$ cat config.mk
export PLATFORM = sky130hd
export DESIGN_NAME = ccc_reconfig_ctrl
export DESIGN_NICKNAME = d
export VERILOG_FILES = /design/src/rtl/ccc_reconfig_ctrl.sv
export SDC_FILE = /design/constraint.sdc
export NUM_CORES = 1
export LEC_CHECK = 0
export BUFFER_PORTS_ARGS = -buffer_cell sky130_fd_sc_hd__buf_2
export CAP_MARGIN = 40
export CORE_ASPECT_RATIO = 1.2
export CORE_UTILIZATION = 50
export CTS_CLUSTER_DIAMETER = 60
export DETAILED_ROUTE_END_ITERATION = 7
export PLACE_DENSITY = 0.68
export SYNTH_ARGS = -nofsm -noshare
export SYNTH_HDL_FRONTEND = slang
export SYNTH_SLANG_ARGS = --single-unit
$ cat constraint.sdc
create_clock -name PCLK -period 4.27 [get_ports PCLK]
set_input_delay 0.854 -clock PCLK [delete_from_list [all_inputs] [get_ports PCLK]]
set_output_delay 0.854 -clock PCLK [all_outputs]
set_load 0.005 [all_outputs]
$ cat src/rtl/ccc_reconfig_ctrl.sv
`timescale 1ns/1ps
// CCC/PLL reconfiguration sequencer: applies a host-loaded (addr, data) table over a
// zero-wait APB port while holding the PLL in reset, then waits for lock with bounded retry.
module ccc_reconfig_ctrl #(
    parameter int NUM_ENTRIES  = 8,
    parameter int RST_CYCLES   = 16,
    parameter int LOCK_TIMEOUT = 65535,
    parameter int MAX_RETRIES  = 2,
    parameter int VERIFY       = 1,
    localparam int IW = (NUM_ENTRIES > 1) ? $clog2(NUM_ENTRIES) : 1,
    localparam int CW = $clog2(NUM_ENTRIES + 1)
) (
    input  logic          PCLK,
    input  logic          PRESET_N,
    input  logic          TBL_WE,
    input  logic [IW-1:0] TBL_IDX,
    input  logic [5:0]    TBL_ADDR,
    input  logic [7:0]    TBL_DATA,
    input  logic [CW-1:0] TBL_COUNT,
    input  logic          START,
    output logic          BUSY,
    output logic          DONE,
    output logic          ERROR,
    output logic [1:0]    ERR_CODE,
    output logic          LOCK_OK,
    output logic          LOCK_LOST,
    output logic          PSEL,
    output logic          PENABLE,
    output logic          PWRITE,
    output logic [5:0]    PADDR,
    output logic [7:0]    PWDATA,
    input  logic [7:0]    PRDATA,
    input  logic          CCC_LOCK,
    output logic          PLL_ARST_N
);
    localparam int TMAX = (LOCK_TIMEOUT > RST_CYCLES) ? LOCK_TIMEOUT : RST_CYCLES;
    localparam int TW   = $clog2(TMAX + 1);
    localparam int RW   = (MAX_RETRIES > 0) ? $clog2(MAX_RETRIES + 1) : 1;

    typedef enum logic [3:0] {
        S_IDLE, S_RST_HOLD, S_W_SETUP, S_W_ACCESS, S_R_SETUP, S_R_ACCESS,
        S_NEXT, S_RELEASE, S_WAIT_LOCK, S_SUCCESS, S_FAIL
    } state_t;

    state_t                 r_state;
    state_t                 w_state_next;
    logic [5:0]             r_tbl_addr [NUM_ENTRIES];
    logic [7:0]             r_tbl_data [NUM_ENTRIES];
    logic [NUM_ENTRIES-1:0] w_tbl_we;
    logic [CW-1:0]          r_count;
    logic [CW-1:0]          r_idx;
    logic [CW-1:0]          w_idx_inc;
    logic [CW-1:0]          w_count_sat;
    logic [IW-1:0]          w_rd_sel;
    logic [TW-1:0]          r_timer;
    logic [RW-1:0]          r_retry;
    logic                   r_lock_meta;
    logic                   r_lock_sync;
    logic                   r_lock_d;
    logic                   r_error;
    logic [1:0]             r_err_code;
    logic                   r_lock_lost;
    logic [5:0]             r_paddr;
    logic [7:0]             r_pwdata;
    logic                   w_start_ok;

    generate
        for (genvar gi = 0; gi < NUM_ENTRIES; gi++) begin : g_tbl_we
            assign w_tbl_we[gi] = TBL_WE && !BUSY && (TBL_IDX == IW'(gi));
        end
    endgenerate

    assign w_start_ok  = (r_state == S_IDLE) && START;
    assign w_idx_inc   = r_idx + 1'b1;
    assign w_count_sat = (TBL_COUNT > CW'(NUM_ENTRIES)) ? CW'(NUM_ENTRIES) : TBL_COUNT;
    // Entry about to be presented: the next one when leaving NEXT, else the current one.
    assign w_rd_sel    = IW'((r_state == S_NEXT) ? w_idx_inc : r_idx);

    assign ERROR     = r_error;
    assign ERR_CODE  = r_err_code;
    assign LOCK_OK   = r_lock_sync;
    assign LOCK_LOST = r_lock_lost;
    assign PADDR     = r_paddr;
    assign PWDATA    = r_pwdata;

    always_comb begin
        w_state_next = r_state;
        BUSY         = 1'b1;
        DONE         = 1'b0;
        PSEL         = 1'b0;
        PENABLE      = 1'b0;
        PWRITE       = 1'b0;
        PLL_ARST_N   = 1'b1;
        case (r_state)
            S_IDLE: begin
                BUSY = 1'b0;
                if (START) w_state_next = S_RST_HOLD;
            end
            S_RST_HOLD: begin
                PLL_ARST_N = 1'b0;
                if (r_timer == TW'(RST_CYCLES - 1))
                    w_state_next = (r_count != '0) ? S_W_SETUP : S_RELEASE;
            end
            S_W_SETUP: begin
                PLL_ARST_N   = 1'b0;
                PSEL         = 1'b1;
                PWRITE       = 1'b1;
                w_state_next = S_W_ACCESS;
            end
            S_W_ACCESS: begin
                PLL_ARST_N   = 1'b0;
                PSEL         = 1'b1;
                PENABLE      = 1'b1;
                PWRITE       = 1'b1;
                w_state_next = (VERIFY != 0) ? S_R_SETUP : S_NEXT;
            end
            S_R_SETUP: begin
                PLL_ARST_N   = 1'b0;
                PSEL         = 1'b1;
                w_state_next = S_R_ACCESS;
            end
            S_R_ACCESS: begin
                PLL_ARST_N   = 1'b0;
                PSEL         = 1'b1;
                PENABLE      = 1'b1;
                w_state_next = (PRDATA == r_pwdata) ? S_NEXT : S_FAIL;
            end
            S_NEXT: begin
                PLL_ARST_N   = 1'b0;
                w_state_next = (w_idx_inc < r_count) ? S_W_SETUP : S_RELEASE;
            end
            S_RELEASE: w_state_next = S_WAIT_LOCK;
            S_WAIT_LOCK: begin
                if (r_lock_sync)
                    w_state_next = S_SUCCESS;
                else if (r_timer == TW'(LOCK_TIMEOUT))
                    w_state_next = (r_retry < RW'(MAX_RETRIES)) ? S_RST_HOLD : S_FAIL;
            end
            S_SUCCESS: begin
                BUSY         = 1'b0;
                DONE         = 1'b1;
                w_state_next = S_IDLE;
            end
            S_FAIL: begin
                BUSY         = 1'b0;
                w_state_next = S_IDLE;
            end
            default: w_state_next = S_IDLE;
        endcase
    end

    always_ff @(posedge PCLK) begin
        if (!PRESET_N) begin
            r_state     <= S_IDLE;
            r_count     <= '0;
            r_idx       <= '0;
            r_timer     <= '0;
            r_retry     <= '0;
            r_lock_meta <= 1'b0;
            r_lock_sync <= 1'b0;
            r_lock_d    <= 1'b0;
            r_error     <= 1'b0;
            r_err_code  <= 2'b00;
            r_lock_lost <= 1'b0;
            r_paddr     <= '0;
            r_pwdata    <= '0;
            for (int i = 0; i < NUM_ENTRIES; i++) begin
                r_tbl_addr[i] <= '0;
                r_tbl_data[i] <= '0;
            end
        end else begin
            r_state     <= w_state_next;
            r_lock_meta <= CCC_LOCK;
            r_lock_sync <= r_lock_meta;
            r_lock_d    <= r_lock_sync;
            for (int i = 0; i < NUM_ENTRIES; i++) begin
                if (w_tbl_we[i]) begin
                    r_tbl_addr[i] <= TBL_ADDR;
                    r_tbl_data[i] <= TBL_DATA;
                end
            end
            // One timer serves both the reset hold and the lock wait; it restarts on every state change.
            if (r_state == S_IDLE || w_state_next != r_state)
                r_timer <= '0;
            else
                r_timer <= r_timer + 1'b1;
            if (w_start_ok) begin
                r_count     <= w_count_sat;
                r_idx       <= '0;
                r_retry     <= '0;
                r_error     <= 1'b0;
                r_err_code  <= 2'b00;
                r_lock_lost <= 1'b0;
            end else if (r_state == S_IDLE && r_lock_d && !r_lock_sync) begin
                r_lock_lost <= 1'b1;
            end
            if (r_state == S_NEXT)
                r_idx <= w_idx_inc;
            if (r_state == S_WAIT_LOCK && w_state_next == S_RST_HOLD) begin
                r_retry <= r_retry + 1'b1;
                r_idx   <= '0;
            end
            if (w_state_next == S_FAIL) begin
                r_error    <= 1'b1;
                r_err_code <= (r_state == S_R_ACCESS) ? 2'b01 : 2'b10;
            end
            if (w_state_next == S_W_SETUP) begin
                r_paddr  <= r_tbl_addr[w_rd_sel];
                r_pwdata <= r_tbl_data[w_rd_sel];
            end
        end
    end
endmodule

==> metrics.md <==
| Metric | Value |
|---|---|
| DR pass1 iterations | 5 |
| Cts repair resizes | 0 |
| WL/cell | 18.74 um |
| Setup TNS | 0 ns |
| Area leader, netlist | edfxtp_1 |
| N_diodes | 0 |
| # Post-CTS Setup Buffers | 0 |
| Antenna violations before repair | 0 |
| Via-to-Cell Ratio | around 5.8 |
| Post-synth EDFFs | 112 |
| RSZ-0062 raised after global routing | no |
| Dpl ws | 0.9448 ns |
| Synthesized area per cell | 9.767 um^2 |
| Tcrit/Tclk final | 0.8157 |
| Synth Cell Area | 7745 um^2 |
| Clk buf depth | 2 |
| Setup crit start kind | flop |
| Reg clk slew, reported paths | 0.06 ns |
| IO Count | 59 |
| Commonest non-fill, non-tap cell in the layout | nor2_1 |
| Fraction of layout cells with a size suffix above 1 | 0.1408 |
| Routed wire length | 19530 um |
| Antenna viol nets, final | 0 |
| Max cap viols | 0 |
| FP Rows | 49 |
| Post-Syn Instances | roughly 790 |
| Fmax | 287.1 MHz |
| Clock latency on the worst-skew pair | 0.42 ns |
| Rel. slew slack | 0.4223 |
| CTS tree | done |
| Hold_buf cts | 0 |
| Max-slew violation count | 0 |
| Hold Violations, Final | 0 |
| Initial Utilization | 0.5135 |
| Pwr Total | around 3.5 mW |
| Clock root cell | clkbuf_16 |
| Cell Pwr Density | 404.5 nW/um^2 |
| Synth Net Count | 833 |
| Fill count | 1326 |
| Leak Pwr | approximately 3.4 nW |
| Largest net degree at the start of global routing | between 50 and 60 |
| CTS Buf Count | 17 |
| Clk_skew | 0.007057 ns |
| Top area cells in the synthesized netlist | edfxtp_1 43%, dfxtp_1 13%, nand3_1 7.2%, nor2_1 6.3%, o21ai_0 4.1% |
| Slew @ Worst Pin | about 0.86 ns |
| CP Class | reg -> reg |
| Global route overflow | 0 |
| Die Ht | roughly 140 um |
| Flops & latches, synth | 163 |
| Maximum vdd ir drop | 0.2648 mV |
| DR iter-0 viols | 768 |
| CP Capture Type | flop |
| Global-route wire length before repair | 30870 um |
| Max FO, Critical Path | 20 |
| Yosys warnings | 0 |
| Post-synth ARST share | 0 |
| Most frequent cells in the layout | 129 x nor2_1, 112 x nand3_1, 112 x edfxtp_1 |
| Layout area overhead | 12.73% |
| Sequential share of the synthesized area | 0.5661 |
| WP data required | 4.33 ns |
| Reg2reg setup slack | 0.79 ns |
| Status | completed |
| Width of the die | roughly 120 um |
| GPL Wtd Cong | 0.8791 |
| DP HPWL | 13790 um |
| Ys flop type | edfxtp_1 |
| Top-area cell type share of the netlist area | 0.4342 |
| Nets@finish | 866 |
| Hold Crit Class | reg -> reg |
| Fin worst setup slack | between 0.7 and 0.8 ns |
| Vias | 6071 |
| CP arrival | around 3.5 ns |
| Die area | 15990 um^2 |
| Netlist cell types | 63 |
| Drc violations | 0 |
| Vias in the first global route | 5806 |
| Minimum clock period | roughly 3.5 ns |
| CTS H-tree lvls | 4 |
| Core box area | about 15000 um^2 |
| Endpoints failing setup | 0 |
| Clk sinks | about 160 |
| Port Buf Inserts | 58 |
| GRT Util Overall | 0.2592 |
==> cell type report <==
cell class	instances	area (um^2)	share of cell area
inverter	25	93.84	0.01075
clock inverter	14	185.2	0.02121
multi-input combinational	547	2984	0.3418
timing repair buffer	72	402.9	0.04615
clock buffer	17	425.4	0.04872
tap	204	255.2	0.02923
sequential	163	4384	0.5021
==> worst max-delay path, cell delays in order, from the launching register on <==
cell and delay [ns]:
dfxtp_1 0.70, o21ba_2 0.24, a211oi_1 0.72, nand2_1 0.16, nor2_1 0.21, nand3_1 0.45, nand2_1 0.64
==> synthesized netlist by cell type (all sizes together) (11+ instances only) <==
cell type,instances
dfxtp,51
xnor2,11
inv,25
a31oi,17
o21ai,65
xor2,15
a21oi,11
nand3,112
clkbuf,45
nand4,20
edfxtp,112
mux2i,16
buf,11
nand2,69
nor2,129
==> flip-flops by register name, summed over array words and instances, names as in the netlist, 2 cells and up <==
name and cells:
PWDATA 8, PADDR 6, r_tbl_data 64, r_tbl_addr 48, ERR_CODE 2, r_timer 16, r_idx 4, r_retry 2
r_count 4, r_state 4
==> per-stage QoR <==
step                std cells  utilization  hold slack (ns)  area, um^2
floorplan                 793            -           0.4119        7745
global placement         1005       0.5349           0.4247        8068
finish                   1042       0.5789           0.4533        8731
global route             1042       0.5789           0.4708        8731
detailed placement       1011       0.5384           0.4321        8120
CTS                      1042       0.5789           0.4583        8731
==> metal layers <==
| layer | global-route usage | wire length [um] | vias up |
|---|---|---|---|
| met4 | 0.1417 | 796 | 0 |
| li1 | - | - | 2886 |
| met5 | 0 | 0 | - |
| met3 | 0.04822 | 1210 | 40 |
| met2 | 0.4135 | 9456 | 260 |
| met1 | 0.3311 | 8065 | 2885 |
==> logic make-up (layout without fill, tap and decap cells) <==
group,Yosys count,after routing,synth area share
buffers and inverters,83,128,0.05121
multiplexers,16,16,0.02068
XOR/XNOR,26,26,0.02940
adder cells (fa/ha/maj),6,6,0.009693
AO/OA/AOI/OAI,114,114,0.08740
flip-flops,163,163,0.5661
AND/OR/NAND/NOR,385,385,0.2355
==> final timing paths <==
path                          startpoint                              to  cells past startpoint
setup / recovery   r_state[3]$_SDFF_PN0_  r_tbl_addr[3][3]$_SDFFCE_PN0P_                      6
hold / removal    r_lock_meta$_SDFF_PN0_              LOCK_OK$_SDFF_PN0_                      1
setup reg to reg   r_state[3]$_SDFF_PN0_  r_tbl_addr[3][3]$_SDFFCE_PN0P_                      6
hold reg to reg   r_lock_meta$_SDFF_PN0_              LOCK_OK$_SDFF_PN0_                      1
==> report_power, final <==
| group | switching, mW | total, mW | internal, mW |
|---|---|---|---|
| logic | 0.125 | 0.176 | 0.0513 |
| registers | 0.0229 | 1.77 | 1.75 |
| clock network | 0.611 | 1.58 | 0.972 |
| total | 0.759 | 3.53 | 2.77 |
(Power assumes the default switching activity.)
